`src/rtl/digi_src_pkg.sv`:
```
// Shared definitions for the digital pattern source: state encoding, address
// width helper and the pattern-entry layout {level, dur} (level in the MSB).
package digi_src_pkg;

  typedef enum logic {
    IDLE = 1'b0,
    PLAY = 1'b1
  } state_e;

  function automatic int aw_f(input int depth);
    return (depth > 1) ? $clog2(depth) : 1;
  endfunction

  // An entry is {level, dur[dur_w-1:0]}.
  function automatic int entry_w(input int dur_w);
    return dur_w + 1;
  endfunction

endpackage

```
`src/rtl/digi_src_mem.sv`:
```
// Pattern register file: DEPTH entries, one synchronous write port and one
// combinational read port. Contents are deliberately not reset.
module digi_src_mem
  import digi_src_pkg::*;
#(
  parameter int DEPTH = 16,
  parameter int W     = 17,
  localparam int AW   = aw_f(DEPTH)
) (
  input  logic          clk,
  input  logic          we,
  input  logic [AW-1:0] waddr,
  input  logic [W-1:0]  wdata,
  input  logic [AW-1:0] raddr,
  output logic [W-1:0]  rdata
);

  logic [W-1:0] mem [DEPTH];

  always_ff @(posedge clk) begin
    if (we) mem[waddr] <= wdata;
  end

  assign rdata = mem[raddr];

endmodule

```
`src/rtl/digi_pattern_source.sv`:
```
// Programmable (level, duration) stimulus source driving a level bit and an
// amplitude code. Define DIGI_SRC_RAMP_EN to slew out_code by SLEW per cycle.
//
//  state | meaning
//  IDLE  | outputs at INIT_LEVEL, pattern memory writable, waiting for start
//  PLAY  | holding entry step_idx until the duration counter hits zero
module digi_pattern_source
  import digi_src_pkg::*;
#(
  parameter int DEPTH      = 16,
  parameter int DUR_W      = 16,
  parameter int AMP_W      = 8,
  parameter bit INIT_LEVEL = 1'b0,
  parameter int SLEW       = 1,
  localparam int AW        = aw_f(DEPTH)
) (
  input  logic             clk,
  input  logic             rst_n,
  input  logic             wr_en,
  input  logic [AW-1:0]    wr_addr,
  input  logic             wr_level,
  input  logic [DUR_W-1:0] wr_dur,
  output logic             wr_err,
  input  logic [AW:0]      num_entries,
  input  logic             loop,
  input  logic             start,
  input  logic             stop,
  input  logic [AMP_W-1:0] amp_hi,
  input  logic [AMP_W-1:0] amp_lo,
  output logic             busy,
  output logic [AW-1:0]    step_idx,
  output logic             out_bit,
  output logic [AMP_W-1:0] out_code,
  output logic             done
);

  localparam int EW = entry_w(DUR_W);
  localparam logic [AMP_W-1:0] SLEW_C = AMP_W'(SLEW);

  state_e           state;
  logic [AW:0]      n_lat;
  logic             loop_lat;
  logic [DUR_W-1:0] cnt;

  logic             mem_we;
  logic [AW-1:0]    rd_addr;
  logic [EW-1:0]    mem_rdata;
  logic [EW-1:0]    rd_entry;
  logic             rd_level;
  logic [DUR_W-1:0] rd_dur;
  logic [DUR_W-1:0] dur_init;
  logic [AW:0]      num_clamped;
  logic             last, tc, go, adv, fin, lvl_nxt;
  logic [AMP_W-1:0] target, code_nxt;

  assign mem_we = wr_en && (state == IDLE);

  digi_src_mem #(.DEPTH(DEPTH), .W(EW)) u_mem (
    .clk   (clk),
    .we    (mem_we),
    .waddr (wr_addr),
    .wdata ({wr_level, wr_dur}),
    .raddr (rd_addr),
    .rdata (mem_rdata)
  );

  assign last    = ({1'b0, step_idx} == (n_lat - 1'b1));
  assign tc      = (cnt == '0);
  assign rd_addr = (state == PLAY && !last) ? step_idx + 1'b1 : '0;

  // Bypass so a start in the same cycle as a write to the read slot sees the new entry.
  assign rd_entry = (mem_we && (wr_addr == rd_addr)) ? {wr_level, wr_dur} : mem_rdata;
  assign rd_level = rd_entry[DUR_W];
  assign rd_dur   = rd_entry[DUR_W-1:0];
  assign dur_init = (rd_dur == '0) ? '0 : rd_dur - 1'b1;

  assign num_clamped = (num_entries > (AW+1)'(DEPTH)) ? (AW+1)'(DEPTH) : num_entries;

  assign go  = (state == IDLE) && start && !stop && (num_entries != '0);
  assign adv = (state == PLAY) && !stop && tc;
  assign fin = adv && last && !loop_lat;

  always_comb begin
    lvl_nxt = out_bit;
    if (go || (adv && !fin))
      lvl_nxt = rd_level;
    else if ((state == PLAY) && (stop || fin))
      lvl_nxt = INIT_LEVEL;
  end

  always_ff @(posedge clk) begin
    if (!rst_n) begin
      state    <= IDLE;
      busy     <= 1'b0;
      done     <= 1'b0;
      wr_err   <= 1'b0;
      step_idx <= '0;
      out_bit  <= INIT_LEVEL;
      n_lat    <= '0;
      loop_lat <= 1'b0;
      cnt      <= '0;
    end else begin
      done    <= 1'b0;
      wr_err  <= 1'b0;
      out_bit <= lvl_nxt;
      case (state)
        IDLE: begin
          if (start && !stop) begin
            if (num_entries == '0) begin
              done <= 1'b1;
            end else begin
              n_lat    <= num_clamped;
              loop_lat <= loop;
              step_idx <= '0;
              cnt      <= dur_init;
              busy     <= 1'b1;
              state    <= PLAY;
            end
          end
        end
        PLAY: begin
          wr_err <= wr_en;
          if (stop) begin
            state    <= IDLE;
            busy     <= 1'b0;
            step_idx <= '0;
          end else if (tc) begin
            if (last && !loop_lat) begin
              state    <= IDLE;
              busy     <= 1'b0;
              done     <= 1'b1;
              step_idx <= '0;
            end else begin
              step_idx <= rd_addr;
              cnt      <= dur_init;
            end
          end else begin
            cnt <= cnt - 1'b1;
          end
        end
        default: state <= IDLE;
      endcase
    end
  end

  assign target = lvl_nxt ? amp_hi : amp_lo;

`ifdef DIGI_SRC_RAMP_EN
  // Move toward the target by SLEW, landing exactly on it.
  always_comb begin
    code_nxt = out_code;
    if (out_code < target)
      code_nxt = ((target - out_code) > SLEW_C) ? out_code + SLEW_C : target;
    else if (out_code > target)
      code_nxt = ((out_code - target) > SLEW_C) ? out_code - SLEW_C : target;
  end
`else
  logic [AMP_W-1:0] unused_slew;
  assign unused_slew = SLEW_C;
  assign code_nxt    = target;
`endif

  always_ff @(posedge clk) begin
    if (!rst_n) out_code <= INIT_LEVEL ? amp_hi : amp_lo;
    else        out_code <= code_nxt;
  end

endmodule

```
`config.mk`:
```
export PLATFORM = sky130hd
export DESIGN_NAME = digi_pattern_source
export DESIGN_NICKNAME = d
export VERILOG_FILES = /design/src/rtl/digi_src_pkg.sv /design/src/rtl/digi_src_mem.sv /design/src/rtl/digi_pattern_source.sv
export SDC_FILE = /design/constraint.sdc
export NUM_CORES = 1
export LEC_CHECK = 0
export CORE_UTILIZATION = 40
export DETAILED_ROUTE_END_ITERATION = 8
export PLACE_DENSITY_LB_ADDON = 0.05
export SLEW_MARGIN = 20
export SYNTH_ARGS = -nofsm -noshare
export SYNTH_HDL_FRONTEND = slang
export SYNTH_SLANG_ARGS = --single-unit
```
`constraint.sdc`:
```
create_clock -name clk -period 11.3 [get_ports clk]
set_clock_uncertainty 0.2 [all_clocks]
set_input_delay 1.13 -clock clk [delete_from_list [all_inputs] [get_ports clk]]
set_output_delay 1.13 -clock clk [all_outputs]
set_load 0.01 [all_outputs]
```
==> results by group <==
Outcome
  • Status: finished clean

Synthesis
  • Most instantiated flip-flop cell in the synthesis netlist: sky130_fd_sc_hd__edfxtp_1
  • Flops & latches, synth: between 300 and 400
  • Share of Yosys cell area claimed by the top area cell type: 0.6042
  • Number of different library cells in the post-synthesis netlist: 85
  • Mapped Area: 0.01352 mm²
  • Most area-consuming cells after synthesis: sky130_fd_sc_hd__edfxtp_1 (60%), sky130_fd_sc_hd__dfxtp_1 (5.8%), sky130_fd_sc_hd__o21ai_0 (2.3%), sky130_fd_sc_hd__nor2_1 (1.9%), sky130_fd_sc_hd__nand2_1 (1.7%)
  • Portion of the post-synthesis area used by sequential elements: 0.6619
  • Library cell with the largest summed area after synthesis: sky130_fd_sc_hd__edfxtp_1
  • Number of synthesized flops with an enable pin: approximately 270
  • Syn nets: approximately 1,100
  • Number of synthesis warnings: 0
  • Synth Area per Inst: roughly 13 µm²
  • Cells after synthesis: around 1,000
  • Share of flip-flops with an asynchronous set or reset: 0

Worst setup path
  • Most repeated library cell on the critical path: sky130_fd_sc_hd__buf_4
  • Worst setup path class: reg2reg
  • Series of cell instances along the critical path: buf_4 -> ha_1 -> buf_4 -> nand2_1 -> nor2_1 -> buf_4 -> a21oi_1 -> a222oi_1 -> ha_1 -> nand3_2 -> or4_4 -> o31a_4 -> o21a_1 -> o221a_1
  • Maximum single-stage delay on the critical path: around 770 ps
  • CP top delay family: simple AND/OR/NAND/NOR gates
  • Worst endpoint required time: 11,510 ps
  • Buffers plus inverters on the worst setup path: 3
  • Slowest stage cell on the critical path: sky130_fd_sc_hd__a222oi_1
  • Startpoint class of the critical path: flop
  • Capturing element type of the critical path: flop
  • Max FO, Critical Path: 34
  • Data arrival time of the worst path: around 6300 ps

Cells and area
  • Post-route cell area: around 0.016 mm²
  • P&R area growth vs syn: 17.59%
  • Total Nets Final: 1,152
  • Inserted Diodes: 0
  • Layout cell share with drive strength beyond 1: 0.1415

Clocking
  • Clock tree from TritonCTS: built
  • Clock root buffer: sky130_fd_sc_hd__clkbuf_16
  • Clock insertion delay at the later pin of the skew report: about 520 ps
  • CTS hold repair buffers: 0
  • Post-CTS Setup Repair Bufs: 0
  • CTS Buffer Depth: 3
  • Clock H-tree levels: 2
  • PostCTS Resize Cnt: 0
  • Total number of clock tree sinks: a little over 300
  • Clock input transition at the sequential cells of the worst setup and hold paths: approximately 60 ps
  • Total CTS buffers: 36

Routing
  • Total met2 wirelength after detailed routing: between 15,000 and 20,000 µm
  • Sum of met3 wire segment lengths after detailed routing: about 3200 µm
  • Number of vias per cell after detailed routing: ~6.0
  • Final antenna-violating net count: 0
  • Number of search-and-repair iterations in the first detailed-routing pass: 5
  • DRC: 0
  • Highest routing layer actually used: met5
  • Mean routed wirelength per cell: 27.45 µm
  • Detailed-route wire length: between 40,000 and 50,000 µm
  • Met1 WL: just under 20,000 µm
  • Total via count after detailed routing: 9,436
  • Detailed Route Iter0 Violations: roughly 1,000

STA
  • Slew margin rel.: 0.2462
  • Post-route fraction of the period consumed by the critical path: 0.5420
  • Unrepaired setup endpoints after global routing: false
  • Final max-slew violation count: 0
  • Final setup violating endpoints: 0
  • Min setup slack post-route: roughly 5200 ps
  • Accumulated negative setup slack: 0 ps
  • Shortest clock period the worst path allows after layout: 6124 ps
  • Hold Vio Cnt, Final: 0
  • Maximum clock rate: between 150 and 200 MHz
  • Transition time of the tightest slew-check pin: ~1100 ps

Global route
  • Global-route usage over all layers: 0.2537
  • Gr ovfl total: 0
  • Largest net degree at the start of global routing: 47
  • Antenna violations before repair: 1
  • Number of global-route vias before repair: approximately 9,000
  • Global-route wire length before repair: about 62,000 µm

Power
  • IR drop worst, VDD: 0.0001152 V
  • Part of the total power dissipated in the clock network: 0.436
  • Internal Pwr Total: 2008 µW
  • Part of the power in registers: 0.492
  • Switching power share of the total: 0.2291
  • Share of total power in combinational logic: 0.071
  • Overall power after layout: ~2600 µW
  • Total net switching power: a little under 600 µW
  • Power density of the placed cells: between 150 and 200 mW/mm²
  • LEAKAGE: approximately 0.0052 µW

Placed design
  • Dpl ws: 4749 ps
  • HPWL after detailed placement: ~25,000 µm
  • Post-DP Area: ~0.015 mm²
  • RD Place Congestion: ~0.82
  • Total of buffers placed on input and output ports: 63

Die
  • Horizontal extent of the die: 185.8 µm
  • Die Height: about 190 µm
  • I/O pin cnt: 64
  • Row Count: between 60 and 70
  • Die Footprint: around 0.035 mm²
  • Effective utilization at floorplan: 0.4113
  • CORE AREA: roughly 0.033 mm²

Hold path
  • Min-delay worst type: reg2reg

Flow run
  • Maximum Capacitance Violations: 0
==> through the flow <==
step / cells / hold WS [ps] / util
2_1_floorplan: 1031 / 266.5 / -
3_3_place_gp: 1503 / 237.5 / 0.4488
3_5_place_dp: 1503 / 238.4 / 0.4488
4_1_cts: 1566 / 247.1 / 0.4837
5_1_grt: 1566 / 270.9 / 0.4837
6_report: 1566 / 241.7 / 0.4837
==> power by group through the flow <==
| stage | Combinational [µW] | Clock (µW) | Sequential (µW) |
|---|---|---|---|
| finish | 185 | 1140 | 1280 |
| global route | 200 | 1200 | 1280 |
| CTS | 184 | 1160 | 1280 |
| detailed placement | 183 | 0 | 1310 |
| global placement | 182 | 0 | 1310 |
| floorplan | 99.9 | 0 | 1300 |
==> cell type report <==
cell class                      count  area, µm²
Tap cell                          442      553.0
Fill cell                        3006      16970
Inverter                           20      76.32
Multi-Input combinational cell    631       4268
Timing Repair Buffer               99      900.9
Clock inverter                     19      165.2
Sequential cell                   311       8951
Clock buffer                       44      983.4
==> routing by layer <==
metal / GRT usage / up-vias
met5: 0 / -
met4: 0.08328 / 2
met3: 0.03796 / 80
met2: 0.3763 / 411
met1: 0.3788 / 4750
li1: - / 4193
==> sequential cells by signal (all words and copies together) (netlist names) <==
signal	flops
n_lat	5
cnt	16
done	1
state	1
u_mem.mem	272
out_code	8
step_idx	4
loop_lat	1
out_bit	1
wr_err	1
busy	1
==> cell usage in the layout (no fill, tap or decap), types with 7 or more instances in the layout <==
cell and instances:
sky130_fd_sc_hd__nor3b_1 7, sky130_fd_sc_hd__nor3_1 21, sky130_fd_sc_hd__nand2b_1 9, sky130_fd_sc_hd__a32oi_1 8, sky130_fd_sc_hd__nand4_1 7, sky130_fd_sc_hd__clkbuf_16 38, sky130_fd_sc_hd__a31oi_1 14, sky130_fd_sc_hd__nor2_2 7
sky130_fd_sc_hd__inv_1 18, sky130_fd_sc_hd__nand2_1 63, sky130_fd_sc_hd__edfxtp_1 272, sky130_fd_sc_hd__nand3_1 23, sky130_fd_sc_hd__clkdlybuf4s50_1 63, sky130_fd_sc_hd__a211oi_1 8, sky130_fd_sc_hd__clkinv_2 7, sky130_fd_sc_hd__dfxtp_1 37
sky130_fd_sc_hd__a21o_1 7, sky130_fd_sc_hd__a22oi_1 16, sky130_fd_sc_hd__xnor2_1 16, sky130_fd_sc_hd__o221ai_1 17, sky130_fd_sc_hd__mux2i_1 17, sky130_fd_sc_hd__a221oi_2 7, sky130_fd_sc_hd__a21oi_1 46, sky130_fd_sc_hd__o21ai_0 61
sky130_fd_sc_hd__mux2_2 14, sky130_fd_sc_hd__nor2b_1 12, sky130_fd_sc_hd__nor2_1 56, sky130_fd_sc_hd__o22ai_1 10, sky130_fd_sc_hd__buf_4 36, sky130_fd_sc_hd__xor2_1 8, sky130_fd_sc_hd__and3_1 24, sky130_fd_sc_hd__a221oi_1 19
==> cell usage after synthesis, types with 6 or more instances <==
master and number:
sky130_fd_sc_hd__and3_1 24, sky130_fd_sc_hd__nor3_1 25, sky130_fd_sc_hd__a31oi_1 14, sky130_fd_sc_hd__a211oi_1 8, sky130_fd_sc_hd__and2_1 6, sky130_fd_sc_hd__a31o_2 6
sky130_fd_sc_hd__edfxtp_1 272, sky130_fd_sc_hd__nor3b_1 7, sky130_fd_sc_hd__a311oi_1 6, sky130_fd_sc_hd__o221ai_1 17, sky130_fd_sc_hd__a221oi_1 19, sky130_fd_sc_hd__o21ai_0 61
sky130_fd_sc_hd__a21o_1 7, sky130_fd_sc_hd__mux2_2 14, sky130_fd_sc_hd__nand4_1 7, sky130_fd_sc_hd__nand2b_1 9, sky130_fd_sc_hd__nor2_1 68, sky130_fd_sc_hd__clkbuf_1 43
sky130_fd_sc_hd__a32oi_1 8, sky130_fd_sc_hd__a21oi_1 46, sky130_fd_sc_hd__a221oi_2 7, sky130_fd_sc_hd__xnor2_1 17, sky130_fd_sc_hd__nor2b_1 12, sky130_fd_sc_hd__a311o_1 6
sky130_fd_sc_hd__a22oi_1 16, sky130_fd_sc_hd__buf_2 12, sky130_fd_sc_hd__o31ai_1 6, sky130_fd_sc_hd__dfxtp_1 39, sky130_fd_sc_hd__nand2_1 63, sky130_fd_sc_hd__inv_1 18
sky130_fd_sc_hd__nand3_1 23, sky130_fd_sc_hd__o22ai_1 10, sky130_fd_sc_hd__xor2_1 8, sky130_fd_sc_hd__o2bb2ai_1 6, sky130_fd_sc_hd__mux2i_1 17
==> final timing paths <==
kind	start	endpoint	slack, ps	depth (start not counted)
setup / recovery	step_idx[0]	cnt[12]	5180	14
hold / removal	busy	busy	240	2
setup reg to reg	step_idx[0]	cnt[12]	5180	14
hold reg to reg	busy	busy	240	2
==> worst min-delay path: cells and delay by family, from the launching register on <==
family	cells	cell delay [ps]
buf+inv	1	40
flops	1	300
compound gates	1	50
==> kinds of logic (layout without fill, tap and decap cells) <==
logic type	count (synthesis)	in the layout	share of synthesized area
AOI/OAI and AO/OA	298	298	0.1616
xor gates and xnor gates	26	26	0.01740
adders and majority gates	5	5	0.004627
buffers and inverters	89	182	0.02934
DFF	311	311	0.6619
muxes	31	31	0.02425
and+or+nand+nor	271	271	0.1009
No activity file was read; power rests on OpenSTA's default activity.
